<file path="src/rtl/vend_pkg.sv">
// Shared types, product codes, price table and error codes for the vending sequencer.
package vend_pkg;

    typedef enum logic [1:0] {
        S_IDLE,
        S_CREDIT,
        S_VEND,
        S_CHANGE
    } state_e;

    localparam int NPROD = 4;

    localparam logic [2:0] SEL_A = 3'b001;
    localparam logic [2:0] SEL_B = 3'b010;
    localparam logic [2:0] SEL_C = 3'b011;
    localparam logic [2:0] SEL_D = 3'b100;

    localparam logic [1:0] COIN_5  = 2'b01;
    localparam logic [1:0] COIN_10 = 2'b10;

    localparam logic [1:0] ERR_NONE = 2'b00;
    localparam logic [1:0] ERR_SOLD = 2'b01;
    localparam logic [1:0] ERR_TMO  = 2'b10;
    localparam logic [1:0] ERR_SEL  = 2'b11;

    // Prices in 5rs units, indexed by product (0=A..3=D)
    localparam logic [4:0] PRICE_TBL [NPROD] = '{5'd1, 5'd2, 5'd3, 5'd4};

    function automatic logic sel_is_valid(input logic [2:0] s);
        return (s == SEL_A) || (s == SEL_B) || (s == SEL_C) || (s == SEL_D);
    endfunction

    function automatic logic [1:0] sel_to_idx(input logic [2:0] s);
        logic [2:0] t;
        t = s - 3'd1;
        return t[1:0];
    endfunction

    function automatic logic [1:0] coin_units(input logic [1:0] c);
        logic [1:0] u;
        unique case (c)
            COIN_5:  u = 2'd1;
            COIN_10: u = 2'd2;
            default: u = 2'd0;
        endcase
        return u;
    endfunction

endpackage

</file>
<file path="src/rtl/vend_stock.sv">
// Per-product stock counters; a load to an index overrides a same-cycle decrement.
module vend_stock
    import vend_pkg::*;
#(
    parameter int STOCK_W = 4
) (
    input  logic               clk,
    input  logic               rst_n,
    input  logic               load,
    input  logic [1:0]         load_idx,
    input  logic [STOCK_W-1:0] load_val,
    input  logic               dec,
    input  logic [1:0]         dec_idx,
    output logic [NPROD-1:0]   nonzero
);

    logic [STOCK_W-1:0] stock_q [NPROD];
    logic [STOCK_W-1:0] stock_d [NPROD];

    always_comb begin
        for (int i = 0; i < NPROD; i++) begin
            stock_d[i] = stock_q[i];
            nonzero[i] = |stock_q[i];
            if (dec && dec_idx == 2'(i) && stock_q[i] != '0) begin
                stock_d[i] = stock_q[i] - 1'b1;
            end
            if (load && load_idx == 2'(i)) begin
                stock_d[i] = load_val;
            end
        end
    end

    always_ff @(posedge clk or negedge rst_n) begin
        if (!rst_n) begin
            for (int i = 0; i < NPROD; i++) begin
                stock_q[i] <= '1;
            end
        end else begin
            for (int i = 0; i < NPROD; i++) begin
                stock_q[i] <= stock_d[i];
            end
        end
    end

endmodule

</file>
<file path="src/rtl/vend_sequencer.sv">
// Vending machine sequencer: coin credit, product vend with motor timeout, change eject.
// Optional stock tracking and restock port enabled by defining STOCK_TRACK_EN.
module vend_sequencer
    import vend_pkg::*;
#(
    parameter int MAX_CREDIT    = 20,
    parameter int MOTOR_TIMEOUT = 1000,
    parameter int STOCK_W       = 4
) (
    input  logic               clk,
    input  logic               rst_n,
`ifdef STOCK_TRACK_EN
    input  logic               stock_load,
    input  logic [1:0]         stock_idx,
    input  logic [STOCK_W-1:0] stock_val,
`endif
    input  logic [1:0]         coin,
    input  logic [2:0]         select,
    input  logic               sel_valid,
    input  logic               cancel,
    output logic               motor_req,
    input  logic               motor_done,
    output logic               chg_req,
    input  logic               chg_ack,
    output logic [4:0]         credit,
    output logic               busy,
    output logic               coin_reject,
    output logic               vend_done,
    output logic [1:0]         err
);

    localparam int TW = $clog2(MOTOR_TIMEOUT + 1);

    state_e         state_q, state_d;
    logic [4:0]     credit_q, credit_d;
    logic           motor_req_q, motor_req_d;
    logic           chg_req_q, chg_req_d;
    logic           busy_q, busy_d;
    logic           coin_reject_q, coin_reject_d;
    logic           vend_done_q, vend_done_d;
    logic [1:0]     err_q, err_d;
    logic [TW-1:0]  timer_q, timer_d;
    logic [1:0]     prod_q, prod_d;

    logic [NPROD-1:0] stock_nz;
    logic             coin_vld;
    logic [5:0]       coin_sum;
    logic             coin_ok;
    logic [1:0]       sel_idx;
    logic [4:0]       sel_price;

    assign coin_vld  = coin_units(coin) != 2'd0;
    assign coin_sum  = {1'b0, credit_q} + {4'b0, coin_units(coin)};
    assign coin_ok   = coin_sum <= 6'(MAX_CREDIT);
    assign sel_idx   = sel_to_idx(select);
    assign sel_price = PRICE_TBL[sel_idx];

`ifdef STOCK_TRACK_EN
    vend_stock #(
        .STOCK_W (STOCK_W)
    ) u_stock (
        .clk      (clk),
        .rst_n    (rst_n),
        .load     (stock_load),
        .load_idx (stock_idx),
        .load_val (stock_val),
        .dec      (vend_done_d),
        .dec_idx  (prod_q),
        .nonzero  (stock_nz)
    );
`else
    // Untracked stock never runs out
    assign stock_nz = {NPROD{STOCK_W > 0}};
`endif

    always_comb begin
        state_d       = state_q;
        credit_d      = credit_q;
        motor_req_d   = motor_req_q;
        chg_req_d     = chg_req_q;
        coin_reject_d = 1'b0;
        vend_done_d   = 1'b0;
        err_d         = ERR_NONE;
        timer_d       = timer_q;
        prod_d        = prod_q;

        unique case (state_q)
            S_IDLE, S_CREDIT: begin
                if (state_q == S_CREDIT && cancel) begin
                    state_d       = S_CHANGE;
                    chg_req_d     = 1'b1;
                    coin_reject_d = coin_vld;
                end else if (sel_valid) begin
                    coin_reject_d = coin_vld;
                    if (!sel_is_valid(select)) begin
                        err_d = ERR_SEL;
                    end else if (!stock_nz[sel_idx]) begin
                        err_d = ERR_SOLD;
                    end else if (credit_q >= sel_price) begin
                        state_d     = S_VEND;
                        credit_d    = credit_q - sel_price;
                        motor_req_d = 1'b1;
                        prod_d      = sel_idx;
                    end
                end else if (coin_vld) begin
                    if (coin_ok) begin
                        credit_d = coin_sum[4:0];
                        state_d  = S_CREDIT;
                    end else begin
                        coin_reject_d = 1'b1;
                    end
                end
            end
            S_VEND: begin
                coin_reject_d = coin_vld;
                if (motor_done) begin
                    vend_done_d = 1'b1;
                    motor_req_d = 1'b0;
                    if (credit_q != '0) begin
                        state_d   = S_CHANGE;
                        chg_req_d = 1'b1;
                    end else begin
                        state_d = S_IDLE;
                    end
                end else if (timer_q == TW'(MOTOR_TIMEOUT - 1)) begin
                    // Refund the price; the product was never delivered
                    err_d       = ERR_TMO;
                    credit_d    = credit_q + PRICE_TBL[prod_q];
                    motor_req_d = 1'b0;
                    state_d     = S_CHANGE;
                    chg_req_d   = 1'b1;
                end else begin
                    timer_d = timer_q + 1'b1;
                end
            end
            S_CHANGE: begin
                coin_reject_d = coin_vld;
                if (credit_q == '0) begin
                    state_d   = S_IDLE;
                    chg_req_d = 1'b0;
                end else if (chg_ack) begin
                    credit_d = credit_q - 1'b1;
                    if (credit_q == 5'd1) begin
                        state_d   = S_IDLE;
                        chg_req_d = 1'b0;
                    end
                end
            end
            default: begin
                state_d     = S_IDLE;
                credit_d    = '0;
                motor_req_d = 1'b0;
                chg_req_d   = 1'b0;
            end
        endcase

        if (state_d != S_VEND) begin
            timer_d = '0;
        end
        busy_d = (state_d == S_VEND) || (state_d == S_CHANGE);
    end

    always_ff @(posedge clk or negedge rst_n) begin
        if (!rst_n) begin
            state_q       <= S_IDLE;
            credit_q      <= '0;
            motor_req_q   <= 1'b0;
            chg_req_q     <= 1'b0;
            busy_q        <= 1'b0;
            coin_reject_q <= 1'b0;
            vend_done_q   <= 1'b0;
            err_q         <= ERR_NONE;
            timer_q       <= '0;
            prod_q        <= '0;
        end else begin
            state_q       <= state_d;
            credit_q      <= credit_d;
            motor_req_q   <= motor_req_d;
            chg_req_q     <= chg_req_d;
            busy_q        <= busy_d;
            coin_reject_q <= coin_reject_d;
            vend_done_q   <= vend_done_d;
            err_q         <= err_d;
            timer_q       <= timer_d;
            prod_q        <= prod_d;
        end
    end

    assign motor_req   = motor_req_q;
    assign chg_req     = chg_req_q;
    assign credit      = credit_q;
    assign busy        = busy_q;
    assign coin_reject = coin_reject_q;
    assign vend_done   = vend_done_q;
    assign err         = err_q;

endmodule

</file>
<file path="config.mk">
export PLATFORM = sky130hd
export DESIGN_NAME = vend_sequencer
export DESIGN_NICKNAME = d
export VERILOG_FILES = /design/src/rtl/vend_pkg.sv /design/src/rtl/vend_stock.sv /design/src/rtl/vend_sequencer.sv
export SDC_FILE = /design/constraint.sdc
export NUM_CORES = 1
export LEC_CHECK = 0
export ABC_AREA = 1
export CAP_MARGIN = 0
export CORE_MARGIN = 8
export CORE_UTILIZATION = 58
export DETAILED_ROUTE_END_ITERATION = 12
export GPL_TIMING_DRIVEN = 0
export PLACE_DENSITY = 0.81
export SYNTH_ARGS = -nofsm -noshare
export SYNTH_HDL_FRONTEND = slang
export SYNTH_SLANG_ARGS = --single-unit
</file>
<file path="constraint.sdc">
create_clock -name clk -period 2.6 [get_ports clk]
set_clock_uncertainty 0.2 [all_clocks]
set_input_delay 0.52 -clock clk [delete_from_list [all_inputs] [get_ports clk]]
set_output_delay 0.52 -clock clk [all_outputs]
set_load 0.05 [all_outputs]
</file>
==> results of run 1 <==
==> sequential cells by signal, summed over array words and instances, names as in the netlist <==
register,flops
err,2
chg_req,1
prod_q,2
credit,5
busy,1
state_q,2
timer_q,10
coin_reject,1
vend_done,1
motor_req,1
==> power breakdown <==
group | internal, µW | switching, µW | leakage (µW) | total (µW)
logic | 803 | 1390 | 0.00102 | 2190
clock network | 206 | 130 | 0.0000357 | 336
registers | 511 | 121 | 0.000338 | 632
==> Yosys cell counts, drive strengths merged, types with 2 or more instances <==
library cell   n  area [µm²]
a21oi          6        30.0
a31oi          2        12.5
buf            5        56.3
clkinv         2        12.5
dfrtp         26         651
fa             3        60.1
ha            19         238
inv           54         208
nand2         78         330
nand3         39         273
nand4          4        37.5
nor2          32         189
o211ai         3        22.5
o21ai         12        60.1
or2            3        18.8
xnor2          3        26.3
xor2           6        52.6
==> what timing repair did <==
| item | 4_1_cts | 5_1_grt |
|---|---|---|
| hold buffers | 0 | 0 |
| pin swaps | 7 | 4 |
| buffers inserted | 2 | 3 |
| gates resized for setup | 16 | 14 |
| setup endpoints to repair | 22 | 15 |
==> critical path, cell delays in order <==
cell	delay, ns
clkdlybuf4s15_1	0.21
inv_2	0.08
ha_4	0.13
ha_4	0.12
inv_1	0.04
fa_1	0.52
inv_1	0.05
o211ai_1	0.17
nand2_1	0.08
nand2_2	0.09
nand3_2	0.08
nand2_2	0.09
nand2_4	0.10
nand2_4	0.11
nor2_2	0.04
==> worst paths after layout <==
check | start | endpoint | cells past startpoint
hold / removal | prod_q[1] | prod_q[1] | 2
min in group asynchronous | rst_n | err[1] | 1
setup reg to reg | credit[0] | timer_q[2] | 12
max in group asynchronous | rst_n | credit[1] | 1
hold reg to reg | prod_q[1] | prod_q[1] | 2
setup / recovery | coin[1] | timer_q[2] | 15
==> kinds of logic after synthesis <==
| kind of cell | count (synthesis) |
|---|---|
| simple gates | 159 |
| compound gates | 28 |
| xor+xnor | 9 |
| buf+inv | 61 |
| fa+ha+maj | 22 |
| flops | 26 |
==> layer usage <==
metal / share of wire / vias to the layer above / track usage
met1: 0.43 / 922 / 0.204
li1: - / 1039 / -
met3: 0.040 / 13 / 0.0315
met2: 0.51 / 40 / 0.311
met5: 0 / - / 0
met4: 0.022 / 0 / 0.0574
==> area by class of cell <==
type,instances,share of cell area
Buffer,5,0.0199
Clock buffer,3,0.0146
Clock inverter,1,0.0106
Inverter,56,0.0789
Multi-Input combinational cell,218,0.534
Sequential cell,26,0.231
Tap cell,50,0.0222
Timing Repair Buffer,27,0.0891
==> per-stage QoR <==
step	utilization	total power (µW)	area, µm²
floorplan	-	2220	2350
global placement	0.668	2660	2630
detailed placement	0.668	2690	2630
CTS	0.701	3080	2760
global route	0.716	3440	2820
finish	0.716	3160	2820
==> results.cfg, run 1 <==
[worst_setup_path]
cp-end-kind = flip-flop
crit_path_max_fanout = 7
arrival_ns = 2.45
worstSetupStartpointType = input pin
r2r_setup_slack_ns = 0.17
cp.required_ns = 2.57
criticalPathCategory = in2reg

[synth]
synth-compound-area-share = 0.0708
ys_ff_latch = 26
synthMuxAreaShare = 0
synth-seq-area-share = 0.277
syn_inst = 305
synthAdderAreaFrac = 0.127
synth_edf_count = 0
synthSimpleGateAreaFrac = 0.374
yosys_warnings = 0
synth_cell_types = 40
syn_area_per_cell_um2 = 7.70
synth_top_family_by_area = simple AND/OR/NAND/NOR gates
synth_ff_type = dfrtp_1
syn_nets = 338
synth_area_um2 = 2350
synth_xor_area_frac = 0.0335
async_flop_share = 1.00

[hold_path]
hp-class = reg2reg

[sta]
worst_slack_ns = 0.119
finalHoldViolations = 0
maxSlewHeadroom = 0.238
fin_crit_sh = 0.954
tns_ns = 0
post-route-min-period_ns = 2.48
finalHoldWorstSlack_ns = 0.315
slew_viol_final = 0
tightest_slew_ns = 1.14
setup_viol = 0
max_freq_mhz = 403

[power]
leakagePower_uw = 0.00140
powerDensity_nw_per_um2 = 1120
ir_drop_uv = 543

[job]
drv_cap = 0

[die]
die-area_um2 = 6340
start_util = 0.596
die_h_um = 79.7
core.rowCount = 23
die_x_um = 79.7
io_pins = 23
core_area_um2 = 3940

[layout]
nets = 370
final_common_cell = nand2_1
antenna-diode-count = 0
drive_gt1_frac = 0.247
multi_input_area_um2 = 1510
ff_latch_area_um2 = 652
area_growth_syn_to_layout_pct = 20.1
fin_cells = 386
most-common-layout-cells = nand2_1, inv_1, nand3_1, dfrtp_1, clkdlybuf4s50_1
n_fill_cell = 316

[clocking]
clkLatencyLatePin_ns = 0.27
htreeDepth = 1
cts_root_buffer = clkbuf_8
clk_pin_slew_worst_paths_ns = 0.09
numCtsBuffers = 3
clk_path_buf_depth = 2
cts.sinks = 26
cts_tree = done

[place]
gp_congestion = 0.922
post-place-ws_ns = -0.814
place_hpwl_mm = 3.92
io_buffers = 22
placed_cells = 377

[routing]
routed_via_density = 5.22
antenna_left = 0
route.detailed.drc = 0
firstDrtPassIters = 4
routed_wl_mm = 5.16
drt-initial-drc-count = 167
via_count = 2014
avgRoutedWirePerCell_um = 13.4

[global_route]
grt_pass1_vias = 1973
grt_pass1_wl_mm = 9.00
antenna_found_initial = 0
grt_util_all_layers = 0.175
grt_start_max_net_pins = 27
grt_overflow = 0

[run_status]
status = finished, final reports clean
Note: power is estimated with default switching activity, not from simulation.
==> run 2: changes to the inputs <==
- ABC_AREA: 1 -> unset
- CORE_UTILIZATION: 58 -> 30
- PLACE_DENSITY: 0.81 -> unset
==> run 2 against run 1 <==
Compared with the run above: the run now ends with setup timing left; sequential power is 7.1% lower; cell count fell by 11%; synthesized area is 14% lower; total power down 5.2%; global-route usage fell by 7.0 points; utilization fell by 30 points; count of clock-buffer cells in the layout did not move; critical path type unchanged; largest cell class unchanged.
==> results.cfg, run 2 <==
[layout]
antenna-diode-count = 0
most-common-layout-cells = dfrtp_1, nand2_1, buf_4, clkdlybuf4s50_1, nor2_1
nets = 299
largest_reg_flops = 10
area_growth_syn_to_layout_pct = 37.0
drive_gt1_frac = 0.283
largest_register = timer_q
final_common_cell = dfrtp_1

[hold_path]
min-delay-start = select[0]
hp-class = in2reg
worstHoldPathCells = 2

[synth]
synth_top_area_share = 0.322
yosysTopAreaCell = dfrtp_1
synth_ff_type = dfrtp_1
yosys_warnings = 0
async_flop_share = 1.00
synth_most_common_cell = dfrtp_1
ys_ff_latch = 26
syn_nets = 253
synth_edf_count = 0
synth_area_um2 = 2020
synth-seq-area-share = 0.322
synth_cell_types = 57
synth_common_cells = dfrtp_1, nand2_1, ha_1
syn_inst = 220
synthTopCellsByArea = dfrtp_1, ha_1, nand2_1, xnor2_1, inv_1
syn_area_per_cell_um2 = 9.18

[die]
start_util = 0.304
io_pins = 23
core_area_um2 = 6640
die-area_um2 = 9620
die_h_um = 98.1
die_x_um = 98.1
core.rowCount = 30

[worst_setup_path]
r2r_cells = 9
arrival_ns = 2.75
timing.rr.start = credit[0]
crit_end = credit[0]
crit_path_max_fanout = 4
cp-startpoint = coin[1]
cp-end-kind = flip-flop
timing.rr.end = credit[0]
cp.required_ns = 2.56
criticalPathCategory = in2reg
worstSetupStartpointType = input pin
r2r_setup_slack_ns = -0.11

[run_status]
status = finished, violations left
violations = setup timing

[routing]
firstDrtPassIters = 4
avgRoutedWirePerCell_um = 14.4
drt-initial-drc-count = 78
route.detailed.drc = 0
via_count = 1744
routed_via_density = 5.06
routed_wl_mm = 4.96
antenna_left = 0

[clocking]
clk_path_buf_depth = 2
numCtsBuffers = 3
postCtsHoldBufs = 0
cts.sinks = 26
cts_root_buffer = clkbuf_8
clk_pin_slew_worst_paths_ns = 0.09
cts_tree = done
clkLatencyLatePin_ns = 0.27
htreeDepth = 1

[sta]
post-route-min-period_ns = 2.79
maxSlewHeadroom = 0.178
setup_viol = 10
fin_crit_sh = 1.07
max_freq_mhz = 359
rsz0062_at_grt = true
finalHoldViolations = 0
worst_slack_ns = -0.189
slew_viol_final = 0
tightest_slew_ns = 1.23

[global_route]
grt_start_max_net_pins = 27
grt_util_all_layers = 0.105
antenna_found_initial = 0
grt_pass1_wl_mm = 8.43
grt_pass1_vias = 1716
grt_overflow = 0

[place]
gp_congestion = 0.798
place_hpwl_mm = 3.52
post-place-ws_ns = -1.31
io_buffers = 22

[power]
ir_drop_uv = 327
powerDensity_nw_per_um2 = 1080
leakagePower_uw = 0.00116
finalPower_uw = 2990

[job]
drv_cap = 0
[run 2: cell types whose count changed after synthesis, moves of 6 or more]
cell	before	now
nand3_2	8	0
inv_2	7	0
nor2_2	15	0
nand3_1	28	6
nand2_1	67	21
inv_1	45	17
nand2_2	9	0
nor3_1	1	7
[run 2: layout make-up]
class,instances,area [µm²]
well taps,80,100
inverters,17,83.8
clock buffers,3,41.3
plain buffers,8,45.0
clock inverters,1,30.0
repair buffers,40,378
fillers,643,3870
flip-flops and latches,26,653
multi-input cells,170,1440
[run 2: what timing repair did]
item,CTS,global route
endpoints found under the hold margin,0,0
setup buffers,12,6
gates resized for setup,45,6
pin swaps,14,8
gates cloned,1,0
setup endpoints to repair,22,16
[run 2: worst min-delay path by stage]
stage / to / slack [ns]
floorplan: busy / 0.02
global placement: prod_q[1] / 0.27
detailed placement: prod_q[1] / 0.28
CTS: prod_q[0] / 0.26
global route: prod_q[0] / 0.28
finish: prod_q[0] / 0.27
[run 2: cells by family (layout without fill, tap and decap cells)]
logic type | count (synthesis) | count (layout) | share of synthesized area
XOR/XNOR | 14 | 14 | 0.0607
adder cells (fa/ha/maj) | 22 | 22 | 0.147
multiplexers | 6 | 6 | 0.0359
flip-flops | 26 | 26 | 0.322
AO/OA/AOI/OAI | 47 | 48 | 0.167
AND/OR/NAND/NOR | 80 | 80 | 0.214
buffers and inverters | 25 | 69 | 0.0539
[run 2: critical path: stages]
cell      delay (ns)
buf_12          0.11
inv_12          0.04
ha_4            0.12
ha_4            0.13
inv_2           0.03
fa_2            0.55
nand2b_4        0.05
a21o_1          0.18
a221o_1         0.37
a31oi_4         0.26
nor2_4          0.07
mux2_4          0.30
[run 2: layer usage]
| layer | GRT usage | part of all wire | vias to the layer above |
|---|---|---|---|
| li1 | - | - | 863 |
| met1 | 0.138 | 0.47 | 841 |
| met2 | 0.175 | 0.49 | 34 |
| met3 | 0.0156 | 0.035 | 6 |
| met4 | 0.0252 | 0.012 | 0 |
| met5 | 0 | 0 | - |
[run 2: stage by stage]
stage | instances | cell area (µm²) | util | TNS (ns) | hold WS [ns]
finish | 345 | 2770 | 0.417 | -0.772 | 0.268
global route | 345 | 2770 | 0.417 | -1.48 | 0.282
CTS | 339 | 2690 | 0.405 | -0.693 | 0.265
detailed placement | 322 | 2400 | 0.362 | -23.05 | 0.279
global placement | 322 | 2400 | 0.362 | -23.01 | 0.274
floorplan | 220 | 2080 | - | -0.782 | 0.0244
[run 2: report_power, final]
| group | switching, µW | internal (µW) |
|---|---|---|
| sequential | 80.6 | 506 |
| combinational | 1150 | 918 |
| clock | 134 | 206 |
| total | 1360 | 1630 |
==> run 3: changes to the inputs <==
- clock period: 2.6 -> 3.5 ns (I/O delays scaled with it)
==> run 3 against run 2 <==
Compared with the run above: the flow now finishes without violations; largest power group unchanged; worst setup slack better by 0.27 ns; highest routed layer unchanged; wire length decreased by 4.6%; first-iteration DRC count grew 6.4%.
==> results.cfg, run 3 (synthesis gave the netlist of run 2 again) <==
[global_route]
grt_util_all_layers = 0.100
grt_pass1_wl_mm = 8.01
grt_start_max_net_pins = 27
grt_overflow = 0
antenna_found_initial = 0
grt_pass1_vias = 1635

[sta]
setup_viol = 0
post-route-min-period_ns = 3.42
slew_viol_final = 0
max_freq_mhz = 292
fin_crit_sh = 0.978
maxSlewHeadroom = 0.217
tns_ns = 0
tightest_slew_ns = 1.17
rsz0062_at_grt = false
finalHoldWorstSlack_ns = 0.304
worst_slack_ns = 0.0767
finalHoldViolations = 0

[place]
placed_cells = 322
gp_congestion = 0.799
place_hpwl_mm = 3.51
post-place-ws_ns = -0.627
io_buffers = 22

[die]
io_pins = 23
core_area_um2 = 6640
start_util = 0.304
die_h_um = 98.1
die-area_um2 = 9620
core.rowCount = 30
die_x_um = 98.1

[run_status]
status = finished, final reports clean

[worst_setup_path]
cp.required_ns = 3.48
cp-startpoint = coin[0]
timing.rr.end = credit[0]
timing.rr.start = credit[1]
critPathSlowestCell = fa_2
r2r_setup_slack_ns = 0.47
crit_path_max_fanout = 4
critPathBufInv = 2
arrival_ns = 3.40
worstSetupStartpointType = input pin
max_stage_delay_ns = 0.58
crit_end = credit[0]
path_depth = 11
criticalPathCategory = in2reg
crit_family = adder cells
r2r_cells = 8
cp-end-kind = flip-flop
path_cells = clkdlybuf4s50_1 > ha_1 > ha_2 > inv_1 > fa_2 > nand2b_4 > a21o_1 > a221o_1 > a31oi_4 > nor2_4 > mux2_4

[routing]
antenna_left = 0
avgRoutedWirePerCell_um = 14.3
firstDrtPassIters = 4
drt-initial-drc-count = 83
route.detailed.drc = 0
via_count = 1637
routed_via_density = 4.96
routed_wl_mm = 4.73

[job]
drv_cap = 0

[clocking]
numCtsBuffers = 3
cts_root_buffer = clkbuf_8
cts.sinks = 26
cts_tree = done
htreeDepth = 1
postCtsHoldBufs = 0
clkLatencyLatePin_ns = 0.28
clk_path_buf_depth = 2
clk_pin_slew_worst_paths_ns = 0.10

[layout]
largest_reg_flops = 10
fin_cells = 330
largest_register = timer_q
drive_gt1_frac = 0.136
n_fill_cell = 681
most-common-layout-cells = dfrtp_1, nand2_1, clkdlybuf4s50_1, ha_1
antenna-diode-count = 0
nets = 284
area_growth_syn_to_layout_pct = 23.2
final_common_cell = dfrtp_1

[power]
powerDensity_nw_per_um2 = 800
leakagePower_uw = 0.00109
ir_drop_uv = 191

[hold_path]
hp-class = reg2reg
run 3: cell count changes in the layout (fill, tap and decap cells not counted), sizes merged:
cell           delta
buf              -18
bufinv            -1
clkbuf            +1
clkdlybuf4s15     +1
clkdlybuf4s50     +2
clkinvlp          -2
dlymetal6s2s      +1
inv               +2
o21ai             -1
run 3: per-layer routing:
metal | GRT usage | part of all wire
met3 | 0.0142 | 0.034
met4 | 0.0348 | 0.015
met5 | 0 | 0
met1 | 0.133 | 0.50
met2 | 0.162 | 0.45
run 3: what timing repair did:
item,4_1_cts,5_1_grt
pin swaps,0,4
buffers inserted,0,4
endpoints found under the setup margin,14,9
gates resized for setup,5,6
run 3: power breakdown:
group	switching (µW)	total, µW	internal [µW]	leakage (µW)
Clock	105	206	101	0.0000288
Combinational	777	1340	560	0.000730
Sequential	75.3	449	374	0.000331
run 3: final cells by class:
| type | count | area [µm²] | area share |
|---|---|---|---|
| sequential | 26 | 651 | 0.261 |
| tap | 80 | 100 | 0.0402 |
| timing repair buffer | 26 | 265 | 0.107 |
| inverter | 17 | 63.8 | 0.0256 |
| buffer | 8 | 45.0 | 0.0181 |
| clock buffer | 4 | 55.1 | 0.0221 |
| multi-input combinational | 169 | 1310 | 0.526 |
run 3: worst min path at each step:
| stage | start | endpoint | slack, ns | cells past startpoint |
|---|---|---|---|---|
| 2_1_floorplan | rst_n | busy | 0.20 | 0 |
| 3_5_place_dp | prod_q[1] | prod_q[1] | 0.29 | 2 |
| 4_1_cts | prod_q[1] | prod_q[1] | 0.31 | 2 |
| 5_1_grt | prod_q[1] | prod_q[1] | 0.35 | 2 |
| 6_report | prod_q[1] | prod_q[1] | 0.30 | 2 |
| 3_3_place_gp | prod_q[1] | prod_q[1] | 0.29 | 2 |
run 3: worst min-delay path: cells and delay by family, from the launching register on:
kind | cells | cell delay [ns]
DFF | 1 | 0.37
AOI/OAI and AO/OA | 1 | 0.06
and+or+nand+nor | 1 | 0.05
run 3: stage by stage:
step | power [µW] | instance area [µm²] | utilization
2_1_floorplan | 1410 | 2020 | -
3_3_place_gp | 1730 | 2340 | 0.352
3_5_place_dp | 1730 | 2340 | 0.352
4_1_cts | 1960 | 2430 | 0.365
5_1_grt | 2150 | 2490 | 0.375
6_report | 1990 | 2490 | 0.375
